File: src/rtl/ps2_pkg.sv
`default_nettype none
// ============================================================================
// Module   : ps2_pkg
// Purpose  : Receiver FSM states, scancode prefix bytes and a parity helper.
// Revision : 1.0
// ============================================================================
package ps2_pkg;

  typedef enum logic [1:0] {
    ST_IDLE   = 2'd0,
    ST_DATA   = 2'd1,
    ST_PARITY = 2'd2,
    ST_STOP   = 2'd3
  } ps2_state_e;

  localparam logic [7:0] c_pfx_ext = 8'hE0;
  localparam logic [7:0] c_pfx_brk = 8'hF0;

  // PS/2 uses odd parity: data bits plus parity bit carry an odd number of ones.
  function automatic logic odd_parity_ok(input logic [7:0] data, input logic par);
    return ^{data, par};
  endfunction

endpackage
`default_nettype wire

File: src/rtl/ps2_sync_fifo.sv
`default_nettype none
// ============================================================================
// Module   : ps2_sync_fifo
// Purpose  : Single-clock FIFO with occupancy count and overflow pulse.
// Revision : 1.0
// ============================================================================
module ps2_sync_fifo
#(
  parameter int WIDTH = 10,
  parameter int DEPTH = 16
) (
  input  logic                       clk_i,
  input  logic                       rstn_i,
  input  logic                       i_push,
  input  logic [WIDTH-1:0]           i_data,
  input  logic                       i_ready,
  output logic [WIDTH-1:0]           o_data,
  output logic                       o_valid,
  output logic [$clog2(DEPTH+1)-1:0] o_level,
  output logic                       o_overflow
);

  localparam int c_aw = $clog2(DEPTH);
  localparam int c_lw = $clog2(DEPTH + 1);
  localparam logic [c_lw-1:0] c_full = c_lw'(DEPTH);

  logic [WIDTH-1:0] mem_q [DEPTH];
  logic [c_aw-1:0]  wr_ptr_q, wr_ptr_d;
  logic [c_aw-1:0]  rd_ptr_q, rd_ptr_d;
  logic [c_lw-1:0]  level_q, level_d;
  logic             ovf_q, ovf_d;
  logic             full_w, empty_w, pop_w, wr_en_w;

  assign full_w  = (level_q == c_full);
  assign empty_w = (level_q == '0);
  assign pop_w   = !empty_w && i_ready;
  // A simultaneous pop frees the head slot, so a push into a full FIFO still lands.
  assign wr_en_w = i_push && (!full_w || pop_w);

  always_comb begin
    wr_ptr_d = wr_ptr_q;
    rd_ptr_d = rd_ptr_q;
    level_d  = level_q;
    ovf_d    = i_push && full_w && !pop_w;
    if (wr_en_w) wr_ptr_d = wr_ptr_q + 1'b1;
    if (pop_w)   rd_ptr_d = rd_ptr_q + 1'b1;
    if (wr_en_w && !pop_w)      level_d = level_q + 1'b1;
    else if (pop_w && !wr_en_w) level_d = level_q - 1'b1;
  end

  always_ff @(posedge clk_i or negedge rstn_i) begin
    if (!rstn_i) begin
      wr_ptr_q <= '0;
      rd_ptr_q <= '0;
      level_q  <= '0;
      ovf_q    <= 1'b0;
    end else begin
      wr_ptr_q <= wr_ptr_d;
      rd_ptr_q <= rd_ptr_d;
      level_q  <= level_d;
      ovf_q    <= ovf_d;
    end
  end

  always_ff @(posedge clk_i) begin
    if (wr_en_w) mem_q[wr_ptr_q] <= i_data;
  end

  assign o_data     = empty_w ? '0 : mem_q[rd_ptr_q];
  assign o_valid    = !empty_w;
  assign o_level    = level_q;
  assign o_overflow = ovf_q;

endmodule
`default_nettype wire

File: src/rtl/ps2_kbd_rx_fifo.sv
`default_nettype none
// ============================================================================
// Module   : ps2_kbd_rx_fifo
// Purpose  : PS/2 keyboard receiver with E0/F0 prefix folding into a FIFO.
//            Define PS2_KBD_PARITY_CHECK_EN to reject bytes with bad parity.
// Revision : 1.0
// ============================================================================
module ps2_kbd_rx_fifo
  import ps2_pkg::*;
#(
  parameter int CLK_HZ     = 40000000,
  parameter int DEPTH      = 16,
  parameter int FILTER_LEN = 8,
  parameter int TIMEOUT_US = 2000
) (
  input  logic                       clk_i,
  input  logic                       rstn_i,
  input  logic                       ps2clk,
  input  logic                       ps2data,
  output logic [7:0]                 o_code,
  output logic                       o_ext,
  output logic                       o_brk,
  output logic                       o_valid,
  input  logic                       i_ready,
  output logic [$clog2(DEPTH+1)-1:0] o_level,
  output logic                       o_err_frame,
  output logic                       o_err_parity,
  output logic                       o_overflow
);

  localparam int c_fw = $clog2(FILTER_LEN + 1);
  localparam longint unsigned c_to_cycles =
      (64'(TIMEOUT_US) * 64'(CLK_HZ)) / 64'd1000000;
  localparam int c_tow = (c_to_cycles < 2) ? 1 : $clog2(c_to_cycles + 1);
  localparam logic [c_tow-1:0] c_to_load = c_tow'(c_to_cycles);

  logic [1:0] line_raw_w, line_filt_w;
  assign line_raw_w = {ps2data, ps2clk};

  // Index 0 is the clock line, index 1 the data line; both idle high.
  for (genvar gi = 0; gi < 2; gi++) begin : g_line
    logic [1:0]      sync_q, sync_d;
    logic [c_fw-1:0] cnt_q, cnt_d;
    logic            lvl_q, lvl_d;

    always_comb begin
      sync_d = {sync_q[0], line_raw_w[gi]};
      cnt_d  = cnt_q;
      lvl_d  = lvl_q;
      if (sync_q[1] == lvl_q) begin
        cnt_d = '0;
      end else if (cnt_q == c_fw'(FILTER_LEN - 1)) begin
        lvl_d = sync_q[1];
        cnt_d = '0;
      end else begin
        cnt_d = cnt_q + 1'b1;
      end
    end

    always_ff @(posedge clk_i or negedge rstn_i) begin
      if (!rstn_i) begin
        sync_q <= 2'b11;
        cnt_q  <= '0;
        lvl_q  <= 1'b1;
      end else begin
        sync_q <= sync_d;
        cnt_q  <= cnt_d;
        lvl_q  <= lvl_d;
      end
    end

    assign line_filt_w[gi] = lvl_q;
  end

  logic clk_prev_q, clk_prev_d;
  logic strobe_w, data_w;

  assign clk_prev_d = line_filt_w[0];
  assign strobe_w   = clk_prev_q && !line_filt_w[0];
  assign data_w     = line_filt_w[1];

  always_ff @(posedge clk_i or negedge rstn_i) begin
    if (!rstn_i) clk_prev_q <= 1'b1;
    else         clk_prev_q <= clk_prev_d;
  end

  ps2_state_e       state_q;
  logic [2:0]       bit_cnt_q;
  logic [7:0]       shift_q;
  logic [c_tow-1:0] to_cnt_q;
  logic             ext_q, brk_q;
  logic             err_frame_q, err_par_q;
  logic             par_bad_w;

`ifdef PS2_KBD_PARITY_CHECK_EN
  logic par_q, par_d;
  assign par_d = (strobe_w && state_q == ST_PARITY) ? data_w : par_q;

  always_ff @(posedge clk_i or negedge rstn_i) begin
    if (!rstn_i) par_q <= 1'b0;
    else         par_q <= par_d;
  end

  assign par_bad_w = !odd_parity_ok(shift_q, par_q);
`else
  assign par_bad_w = 1'b0;
`endif

  always_ff @(posedge clk_i or negedge rstn_i) begin
    if (!rstn_i) begin
      state_q     <= ST_IDLE;
      bit_cnt_q   <= '0;
      shift_q     <= '0;
      to_cnt_q    <= '0;
      ext_q       <= 1'b0;
      brk_q       <= 1'b0;
      err_frame_q <= 1'b0;
      err_par_q   <= 1'b0;
    end else begin
      err_frame_q <= 1'b0;
      err_par_q   <= 1'b0;
      if (strobe_w) begin
        to_cnt_q <= c_to_load;
        case (state_q)
          ST_IDLE: begin
            if (!data_w) begin
              state_q   <= ST_DATA;
              bit_cnt_q <= '0;
            end
          end
          ST_DATA: begin
            shift_q   <= {data_w, shift_q[7:1]};
            bit_cnt_q <= bit_cnt_q + 3'd1;
            if (bit_cnt_q == 3'd7) state_q <= ST_PARITY;
          end
          ST_PARITY: state_q <= ST_STOP;
          ST_STOP: begin
            state_q <= ST_IDLE;
            if (!data_w)                    err_frame_q <= 1'b1;
            else if (par_bad_w)             err_par_q   <= 1'b1;
            else if (shift_q == c_pfx_ext)  ext_q       <= 1'b1;
            else if (shift_q == c_pfx_brk)  brk_q       <= 1'b1;
            else begin
              ext_q <= 1'b0;
              brk_q <= 1'b0;
            end
          end
          default: state_q <= ST_IDLE;
        endcase
      end else if (state_q != ST_IDLE) begin
        // Keyboard stopped clocking mid-frame: abandon it.
        if (to_cnt_q == '0) begin
          state_q     <= ST_IDLE;
          err_frame_q <= 1'b1;
        end else begin
          to_cnt_q <= to_cnt_q - 1'b1;
        end
      end
    end
  end

  logic       push_w;
  logic [9:0] wr_data_w, rd_data_w;

  assign push_w = strobe_w && (state_q == ST_STOP) && data_w && !par_bad_w &&
                  (shift_q != c_pfx_ext) && (shift_q != c_pfx_brk);
  assign wr_data_w = {ext_q, brk_q, shift_q};

  ps2_sync_fifo #(
    .WIDTH (10),
    .DEPTH (DEPTH)
  ) u_fifo (
    .clk_i      (clk_i),
    .rstn_i     (rstn_i),
    .i_push     (push_w),
    .i_data     (wr_data_w),
    .i_ready    (i_ready),
    .o_data     (rd_data_w),
    .o_valid    (o_valid),
    .o_level    (o_level),
    .o_overflow (o_overflow)
  );

  assign o_ext        = rd_data_w[9];
  assign o_brk        = rd_data_w[8];
  assign o_code       = rd_data_w[7:0];
  assign o_err_frame  = err_frame_q;
  assign o_err_parity = err_par_q;

endmodule
`default_nettype wire

File: config.mk
export PLATFORM = sky130hd
export DESIGN_NAME = ps2_kbd_rx_fifo
export DESIGN_NICKNAME = d
export VERILOG_FILES = /design/src/rtl/ps2_pkg.sv /design/src/rtl/ps2_sync_fifo.sv /design/src/rtl/ps2_kbd_rx_fifo.sv
export SDC_FILE = /design/constraint.sdc
export NUM_CORES = 1
export LEC_CHECK = 0
export ABC_AREA = 1
export BUFFER_PORTS_ARGS = -buffer_cell sky130_fd_sc_hd__buf_4
export CELL_PAD_IN_SITES_DETAIL_PLACEMENT = 0
export CELL_PAD_IN_SITES_GLOBAL_PLACEMENT = 1
export CORE_ASPECT_RATIO = 0.7
export CORE_MARGIN = 1
export CORE_UTILIZATION = 45
export DETAILED_ROUTE_END_ITERATION = 8
export PLACE_DENSITY_LB_ADDON = 0.12
export SLEW_MARGIN = 15
export SYNTH_ARGS = -nofsm -noshare
export SYNTH_HDL_FRONTEND = slang
export SYNTH_HIERARCHICAL = 1
export SYNTH_SLANG_ARGS = --single-unit
File: constraint.sdc
create_clock -name clk_i -period 2.9 [get_ports clk_i]
set_clock_uncertainty 0.2 [all_clocks]
set_input_delay 0.29 -clock clk_i [delete_from_list [all_inputs] [get_ports clk_i]]
set_output_delay 0.29 -clock clk_i [all_outputs]
set_load 0.02 [all_outputs]
==> results.py, run 1 <==
metrics = {
    "status": {
        "outcome": "completed",
    },
    "cells_and_area": {
        "drive_gt1_share_pct": 13.1,
        "fin_cells": 1300,
        "area_growth_pct": 13.1,
        "diodes": 0,
        "final_util_pct": 51.9,
        "nNetsFinal": 1027,
        "fin_area_sq_um": 11200,
    },
    "clock_network": {
        "path_clk_slew_ns": 0.06,
        "clock_latency_ns": 0.51,
        "cts-buffers-inserted": 23,
        "root_buffer": "clkbuf_16",
        "clk_path_buf_depth": 3,
        "cts-htree-levels": 1,
        "cts.sinks": 222,
        "cts_tree": "yes",
    },
    "timing": {
        "slew_violations": 0,
        "setup_tns_ns": 0,
        "finalHoldWorstSlack_ns": 0.157,
        "finalHoldViolations": 0,
        "final.setup.worst_slack_ns": 0.0988,
        "slew_headroom_pct": 44.1,
        "grt_setup_unrepaired": "no",
        "setup_viol": 0,
        "max_freq_ghz": 0.357,
        "min_period_ns": 2.80,
        "final.period_utilization_pct": 96.6,
        "worst_slew_pin_slew_ns": 0.838,
    },
    "drt": {
        "drc": 0,
        "drt-total-wl_um": 23300,
        "dr.pass1.iters": 7,
        "routedWlPerCell_um": 17.9,
        "via_count": 6570,
        "routed_via_density": 5.05,
        "initialDrtViolationCount": 570,
        "drtAntennaViolNets": 0,
    },
    "pwr": {
        "leakage_nw": 4.73,
        "pwr_density_cell_nw_per_um2": 961,
        "ir_drop_v": 0.000582,
        "finalPower_mw": 10.8,
    },
    "synthesis": {
        "ys_ff_latch": 222,
        "yosys_warnings": 6,
        "synth_cell_type_count": 32,
        "yosysMostFrequentCell": "nand2_1",
        "yosysTopAreaCellShare_pct": 48.3,
        "syn_nets": 974,
        "ys_top_cells_by_count": "nand2_1 (307), nand3_1 (163), edfxtp_1 (160)",
        "synth.top_cells.by_area": "edfxtp_1 (48%), dfrtp_1 (14%), nand2_1 (12%), nand3_1 (8.2%), nor2_1 (2.5%)",
        "synthCells": 950,
        "synth_ff_type": "edfxtp_1",
        "synth_area_per_cell_sq_um": 10.5,
        "yosysSeqAreaShare_pct": 64.0,
        "synth_edf_count": 160,
        "netlist_area_sq_um": 9940,
        "async_reset_ff_share_pct": 27.9,
        "yosys.area.top_type": "edfxtp_1",
    },
    "floorplanning": {
        "die_x_um": 180,
        "coreArea_sq_um": 21700,
        "io_pins": 24,
        "start_util_pct": 45.9,
        "fp-row-count": 45,
        "die-area_sq_um": 22700,
        "die_h_um": 126,
    },
    "placed_design": {
        "preCtsSetupSlack_ns": 0.172,
        "place_area_sq_um": 10500,
        "gp_congestion": 0.786,
        "hpwl_um": 14300,
        "dp.cells": 1253,
        "portBuffers": 22,
    },
    "setup_path": {
        "startpoint_type": "flop",
        "endpoint_kind": "primary output",
        "cp.buffers_inverters": 2,
        "crit_top_cell": "nand2_1",
        "path_class": "flop to primary output",
        "cp.required_ns": 2.41,
        "crit_arrival_ns": 2.31,
        "r2r_slack_ns": 0.24,
        "cpLargestDelayFamily": "simple AND/OR/NAND/NOR gates",
        "critPathSlowestCell": "dfrtp_2",
        "r2r-start": "state_q[0]$_DFFE_PN0P_",
        "crit_fanout": 81,
        "worstPathCellList": "inv_12 > nand2_1 > nand3_1 > nand3_1 > nand2_1 > nand2_1 > a21oi_2 > buf_4",
        "r2r-end": "u_fifo/o_level[4]$_DFFE_PN0P_",
        "max_stage_delay_ns": 0.49,
        "worst_r2r_path_depth": 16,
    },
    "hold_path": {
        "hold_path_class": "flop to flop",
        "min_to": "g_line[1].sync_q[1]$_DFF_PN1_",
        "hold_start": "g_line[1].sync_q[0]$_DFF_PN1_",
        "min_path_cells": 0,
    },
    "global_route": {
        "antenna_found_initial": 0,
        "grt_pass1_vias": 6143,
        "grt_use_total_pct": 21.2,
        "grt_pass1_wl_um": 36500,
        "grt_max_degree": 82,
        "grt_overflow_total": 0,
    },
    "job": {
        "cap_violations": 0,
    },
}
cell usage in the layout (no fill, tap or decap), types with 2 or more instances in the layout:
cell type,instances
nor2_2,4
buf_4,63
bufinv_16,2
xnor2_1,7
xor2_1,15
ha_1,16
nand2_4,3
ha_2,2
nand2_1,307
dfrtp_1,54
buf_12,2
inv_2,3
clkbuf_16,23
nand3_1,163
nand4_1,2
edfxtp_1,160
nand3b_1,6
o21ai_0,21
clkinv_1,3
nor2_1,64
nand2_2,2
clkbuf_1,4
dlygate4sd3_1,4
inv_1,48
clkinv_2,6
dfstp_2,7
a21oi_2,10
a21oi_1,6
repair_timing:
item                                    in CTS  in global routing
gates resized for setup                      0                  4
hold buffers                                 4                  0
endpoints found under the setup margin       0                  1
hold endpoints to repair                    62                  0
setup buffers                                0                  3
flip-flops by register name (all words and copies together) (netlist names):
signal / flops
bit_cnt_q: 3
clk_prev_d: 1
u_fifo/wr_ptr_q: 4
u_fifo/rd_ptr_q: 4
u_fifo/mem_q: 160
g_line.cnt_q: 8
ext_q: 1
u_fifo/o_level: 5
state_q: 2
o_err_frame: 1
g_line.sync_q: 4
data_w: 1
clk_prev_q: 1
to_cnt_q: 17
u_fifo/o_overflow: 1
brk_q: 1
shift_q: 8
power by group:
part	leakage, nW	total [mW]	switching [mW]	internal, mW
logic	2.21	4.09	2.72	1.37
clock network	0.349	2.84	1.21	1.63
registers	2.17	3.88	0.274	3.60
total	4.73	10.8	4.21	6.60
worst max path at each step:
stage | startpoint | end | slack [ns] | depth (start not counted)
global route | state_q[0]$_DFFE_PN0P_ | u_fifo/o_level[4]$_DFFE_PN0P_ | 0.001 | 16
finish | u_fifo/rd_ptr_q[0]$_DFFE_PN0N_ | o_code[7] | 0.1 | 8
global placement | state_q[0]$_DFFE_PN0P_ | u_fifo/o_level[4]$_DFFE_PN0P_ | 0.27 | 16
floorplan | clk_prev_q$_DFF_PN1_ | u_fifo/o_level[4]$_DFFE_PN0P_ | 0.19 | 16
detailed placement | state_q[0]$_DFFE_PN0P_ | u_fifo/o_level[4]$_DFFE_PN0P_ | 0.17 | 16
CTS | u_fifo/rd_ptr_q[0]$_DFFE_PN0N_ | o_code[7] | 0.13 | 8
worst reg2reg max path, stage by stage, from the launching register on:
cell and delay [ns]:
dfrtp_1 0.40, ha_2 0.20, nand2_1 0.09, nor2_2 0.13
o21ai_0 0.12, inv_1 0.10, nand2_1 0.10, inv_2 0.08
ha_2 0.19, inv_2 0.06, fa_1 0.38, nand2_1 0.09
nand2_1 0.05, a21oi_1 0.14, xor2_1 0.16, nand2_1 0.06
nand2_1 0.05
metal layers:
metal | wire [um] | global-route usage [%]
met4 | 406 | 4.51
met5 | 0 | 0
met1 | 12100 | 33.6
met2 | 9650 | 30.7
met3 | 1080 | 3.22
kinds of logic (layout without fill, tap and decap cells):
logic type	Yosys count	count (layout)	synth area share (%)
other	1	1	0.0377
buffers and inverters	93	161	5.32
adders and majority gates	19	19	2.47
and+or+nand+nor	554	554	23.8
xor gates and xnor gates	22	22	1.94
AOI/OAI and AO/OA	39	39	2.38
DFF	222	222	64.0
final cells by class:
class,instances,area [sq um]
clock buffers,27,591
clock inverters,13,118
fillers,1935,10400
inverters,52,208
multi-input cells,635,3060
flip-flops and latches,222,6370
well taps,282,353
repair buffers,69,553
Note: power is estimated with default switching activity, not from simulation.
==> run 2, diff against run 1 <==
BUFFER_PORTS_ARGS = -buffer_cell sky130_fd_sc_hd__buf_2   (was -buffer_cell sky130_fd_sc_hd__buf_4)
==> results.py, run 2 (synthesis gave the netlist of run 1 again) <==
metrics = {
    "status": {
        "outcome": "complete, but fails checks",
        "violations": "DRC",
    },
    "hold_path": {
        "hold_path_class": "flop to flop",
    },
    "setup_path": {
        "crit_fanout": 41,
        "crit_top_cell": "nand2_1",
        "worst_r2r_path_depth": 15,
        "cp.buffers_inverters": 3,
        "cp.required_ns": 2.41,
        "endpoint_kind": "primary output",
        "max_stage_delay_ns": 0.53,
        "cp.depth": 9,
        "r2r_slack_ns": 0.26,
        "crit_end": "o_code[7]",
        "crit_arrival_ns": 2.20,
        "path_class": "flop to primary output",
        "critPathSlowestCell": "dfrtp_4",
        "cpLargestDelayFamily": "flip-flops",
        "cp-startpoint": "u_fifo/rd_ptr_q[0]$_DFFE_PN0N_",
        "worstPathCellList": "buf_12 > clkinv_16 > nand2_1 > nand3_1 > nand3_1 > nand2_1 > nand2_1 > a21oi_2 > buf_2",
        "r2r-start": "data_w$_DFFE_PN1P_",
        "r2r-end": "u_fifo/o_level[4]$_DFFE_PN0P_",
        "startpoint_type": "flop",
    },
    "timing": {
        "finalHoldWorstSlack_ns": 0.155,
        "setup_tns_ns": 0,
        "setup_viol": 0,
        "grt_setup_unrepaired": "no",
        "slew_violations": 0,
        "final.setup.worst_slack_ns": 0.208,
        "min_period_ns": 2.69,
        "final.period_utilization_pct": 92.8,
        "slew_headroom_pct": 44.0,
        "finalHoldViolations": 0,
        "worst_slew_pin_slew_ns": 0.840,
        "max_freq_ghz": 0.371,
    },
    "cells_and_area": {
        "most-common-layout-cells": "nand2_1 (307), nand3_1 (163), edfxtp_1 (160)",
        "fillers": 1950,
        "regMostFlops": "u_fifo/mem_q",
        "final_common_cell": "nand2_1",
        "fin_area_sq_um": 11300,
        "nNetsFinal": 1031,
        "area_growth_pct": 13.6,
        "regArea_sq_um": 6370,
        "largest_reg_flops": 160,
        "multiInputGateArea_sq_um": 3060,
        "drive_gt1_share_pct": 13.1,
        "reg_top3": "u_fifo/mem_q x160, to_cnt_q x17",
        "final_util_pct": 52.1,
        "diodes": 0,
    },
    "drt": {
        "met2_length_um": 9810,
        "routed_via_density": 5.06,
        "dr.pass1.iters": 7,
        "via_count": 6601,
        "drc": 5,
        "wl_met3_um": 1050,
        "drtAntennaViolNets": 0,
        "wl_met1_um": 12300,
        "routed.top_layer": "met4",
        "drt-total-wl_um": 23500,
        "routedWlPerCell_um": 18.0,
        "initialDrtViolationCount": 553,
    },
    "floorplanning": {
        "start_util_pct": 45.9,
        "die_x_um": 180,
        "coreArea_sq_um": 21700,
        "io_pins": 24,
        "die-area_sq_um": 22700,
        "die_h_um": 126,
        "fp-row-count": 45,
    },
    "clock_network": {
        "cts_tree": "yes",
        "path_clk_slew_ns": 0.06,
        "cts-buffers-inserted": 23,
        "root_buffer": "clkbuf_16",
        "cts.sinks": 222,
        "clk_path_buf_depth": 3,
        "cts-htree-levels": 1,
        "clock_latency_ns": 0.50,
    },
    "pwr": {
        "ir_drop_v": 0.000597,
        "leakage_nw": 4.76,
        "pwr_density_cell_nw_per_um2": 965,
    },
    "placed_design": {
        "portBuffers": 22,
        "preCtsSetupSlack_ns": 0.188,
        "gp_congestion": 0.755,
        "place_area_sq_um": 10400,
        "hpwl_um": 14400,
    },
    "global_route": {
        "grt_use_total_pct": 21.0,
        "antenna_found_initial": 0,
        "grt_pass1_wl_um": 36400,
        "grt_overflow_total": 0,
        "grt_pass1_vias": 6153,
        "grt_max_degree": 82,
    },
    "job": {
        "cap_violations": 0,
    },
}
==> run 2: cell count changes in the layout (fill, tap and decap cells not counted), moves of 2 or more <==
cell      change
buf_2        +22
clkbuf_1      +4
clkinv_2      -2
ha_1          +2
ha_2          -2
buf_4        -21
==> run 2: worst min path at each step <==
stage / cells past startpoint / from / slack [ns] / end
final: 0 / g_line[1].sync_q[0]$_DFF_PN1_ / 0.15 / g_line[1].sync_q[1]$_DFF_PN1_
after global routing: 0 / g_line[0].sync_q[0]$_DFF_PN1_ / 0.16 / g_line[0].sync_q[1]$_DFF_PN1_
after CTS: 0 / g_line[1].sync_q[0]$_DFF_PN1_ / 0.16 / g_line[1].sync_q[1]$_DFF_PN1_
after detailed placement: 0 / g_line[1].sync_q[0]$_DFF_PN1_ / 0.15 / g_line[1].sync_q[1]$_DFF_PN1_
after global placement: 0 / g_line[1].sync_q[0]$_DFF_PN1_ / 0.15 / g_line[1].sync_q[1]$_DFF_PN1_
after floorplan: 0 / rstn_i / -0.21 / bit_cnt_q[0]$_DFFE_PN0P_
==> run 2: repair_timing <==
item | 4_1_cts | 5_1_grt
buffers inserted | 0 | 6
hold buffers | 4 | 0
resized for setup | 2 | 8
endpoints found under the setup margin | 2 | 10
endpoints found under the hold margin | 31 | 0
cloned | 0 | 2
==> run 2: report_power, final <==
part           switching [mW]  internal, mW  total (mW)
Sequential              0.273          3.61        3.88
Clock                    1.18          1.73        2.91
Combinational            2.76          1.35        4.11
Total                    4.21          6.69        10.9
==> run 2: layout make-up <==
class,count,area share (%)
sequential,222,56.4
multi-input combinational,635,27.0
clock buffer,31,5.36
timing repair buffer,72,4.94
tap,282,3.12
inverter,52,1.98
clock inverter,10,1.07
timing repair inverter,1,0.0997
==> run 2: stage by stage <==
step	cells	power, mW
CTS	1297	10.8
global route	1305	11.6
finish	1305	10.9
global placement	1252	7.88
floorplan	950	6.95
detailed placement	1252	7.86
==> run 2: routing by layer <==
metal	GRT usage (%)	vias to the layer above
met5	0	-
met3	2.96	25
met2	30.6	121
met1	33.6	3158
met4	3.60	0
li1	-	3297
==> run 3, diff against run 2 <==
PLACE_DENSITY_LB_ADDON = 0.3   (was 0.12)
==> results.py, run 3 (synthesis gave the netlist of run 1 again) <==
metrics = {
    "setup_path": {
        "startpoint_type": "flop",
        "crit_arrival_ns": 2.30,
        "worst_r2r_path_depth": 16,
        "r2r-start": "state_q[0]$_DFFE_PN0P_",
        "endpoint_kind": "primary output",
        "r2r-end": "u_fifo/o_level[4]$_DFFE_PN0P_",
        "cp-startpoint": "u_fifo/rd_ptr_q[0]$_DFFE_PN0N_",
        "r2r_slack_ns": 0.26,
        "crit_fanout": 40,
        "cp.required_ns": 2.41,
        "path_class": "flop to primary output",
    },
    "timing": {
        "slew_headroom_pct": 45.4,
        "final.period_utilization_pct": 96.3,
        "slew_violations": 0,
        "setup_viol": 0,
        "min_period_ns": 2.79,
        "final.setup.worst_slack_ns": 0.107,
        "max_freq_ghz": 0.358,
        "finalHoldViolations": 0,
        "setup_tns_ns": 0,
        "worst_slew_pin_slew_ns": 0.819,
    },
    "pwr": {
        "finalPower_mw": 10.7,
        "pwr_density_cell_nw_per_um2": 952,
        "leakage_nw": 4.74,
        "ir_drop_v": 0.000497,
    },
    "cells_and_area": {
        "regArea_sq_um": 6370,
        "regMostFlops": "u_fifo/mem_q",
        "fillers": 1909,
        "reg_top3": "u_fifo/mem_q x160, to_cnt_q x17",
        "area_growth_pct": 12.8,
        "multiInputGateArea_sq_um": 3050,
        "diodes": 0,
        "drive_gt1_share_pct": 13.1,
        "nNetsFinal": 1028,
        "most-common-layout-cells": "nand2_1 (307), nand3_1 (163), edfxtp_1 (160)",
        "final_util_pct": 51.8,
        "largest_reg_flops": 160,
        "final_common_cell": "nand2_1",
    },
    "placed_design": {
        "portBuffers": 22,
        "gp_congestion": 0.782,
        "preCtsSetupSlack_ns": 0.209,
        "hpwl_um": 13900,
    },
    "floorplanning": {
        "io_pins": 24,
        "die_x_um": 180,
        "die_h_um": 126,
        "start_util_pct": 45.9,
        "die-area_sq_um": 22700,
        "coreArea_sq_um": 21700,
        "fp-row-count": 45,
    },
    "clock_network": {
        "root_buffer": "clkbuf_16",
        "clk_path_buf_depth": 3,
        "cts.sinks": 222,
        "cts-htree-levels": 1,
        "path_clk_slew_ns": 0.06,
        "cts_tree": "yes",
        "clock_latency_ns": 0.50,
        "cts-buffers-inserted": 22,
    },
    "global_route": {
        "antenna_found_initial": 0,
        "grt_overflow_total": 0,
        "grt_pass1_wl_um": 36000,
        "grt_use_total_pct": 20.8,
        "grt_max_degree": 82,
        "grt_pass1_vias": 6199,
    },
    "hold_path": {
        "min_to": "g_line[0].sync_q[1]$_DFF_PN1_",
        "hold_path_class": "flop to flop",
        "hold_start": "g_line[0].sync_q[0]$_DFF_PN1_",
        "min_path_cells": 0,
    },
    "drt": {
        "dr.pass1.iters": 8,
        "initialDrtViolationCount": 557,
        "via_count": 6666,
        "drc": 3,
        "routedWlPerCell_um": 17.8,
        "routed_via_density": 5.12,
        "drtAntennaViolNets": 0,
        "drt-total-wl_um": 23200,
    },
    "job": {
        "cap_violations": 0,
    },
    "status": {
        "violations": "DRC",
        "outcome": "complete, but fails checks",
    },
}
==> run 3: cell count changes in the layout (fill, tap and decap cells not counted), sizes merged <==
cell	change
buf	-3
bufinv	-3
clkbuf	+3
clkinv	+1
inv	-1
==> run 3: what timing repair did <==
item / in CTS / in global routing
gates cloned: 0 / 2
setup buffers: 1 / 6
hold buffers: 4 / 0
resized for setup: 2 / 4
hold endpoints to repair: 62 / 0
setup endpoints to repair: 10 / 11
==> run 3: layout make-up <==
class / count / area share, %
multi-input combinational: 635 / 27.2
sequential: 222 / 56.8
inverter: 52 / 1.97
timing repair buffer: 70 / 4.62
timing repair inverter: 1 / 0.145
tap: 282 / 3.14
clock buffer: 33 / 5.83
clock inverter: 7 / 0.335
==> run 3: critical path, stage by stage (launching register included) <==
cell and delay (ns):
dfrtp_4 0.59, clkbuf_4 0.24, clkinv_8 0.18, nand2_1 0.08
nand3_1 0.08, nand3_1 0.07, nand2_1 0.10, nand2_1 0.09
a21oi_2 0.17, buf_2 0.18
==> run 3: worst max path at each step <==
stage | endpoint | cells past startpoint
5_1_grt | u_fifo/o_level[4]$_DFFE_PN0P_ | 16
6_report | o_code[6] | 9
3_3_place_gp | u_fifo/o_level[4]$_DFFE_PN0P_ | 16
3_5_place_dp | u_fifo/o_level[4]$_DFFE_PN0P_ | 16
4_1_cts | o_code[6] | 8
2_1_floorplan | u_fifo/o_level[4]$_DFFE_PN0P_ | 16
==> run 3: power by group <==
group | switching [mW] | internal, mW
Clock | 1.17 | 1.56
Sequential | 0.299 | 3.61
Combinational | 2.73 | 1.32
Total | 4.19 | 6.49
==> run 3: layer usage <==
metal | vias up | track usage, % | part of all wire (%)
li1 | 3291 | - | -
met1 | 3217 | 32.1 | 51
met2 | 141 | 31.7 | 43
met3 | 17 | 2.90 | 5.2
met4 | 0 | 3.35 | 1.1
met5 | - | 0 | 0
==> run 3: per-stage QoR <==
stage / cells / hold slack [ns] / area (sq um)
3_3_place_gp: 1249 / 0.146 / 10400
5_1_grt: 1302 / 0.168 / 11200
2_1_floorplan: 950 / -0.206 / 9940
3_5_place_dp: 1249 / 0.154 / 10400
6_report: 1302 / 0.163 / 11200
4_1_cts: 1294 / 0.165 / 11100
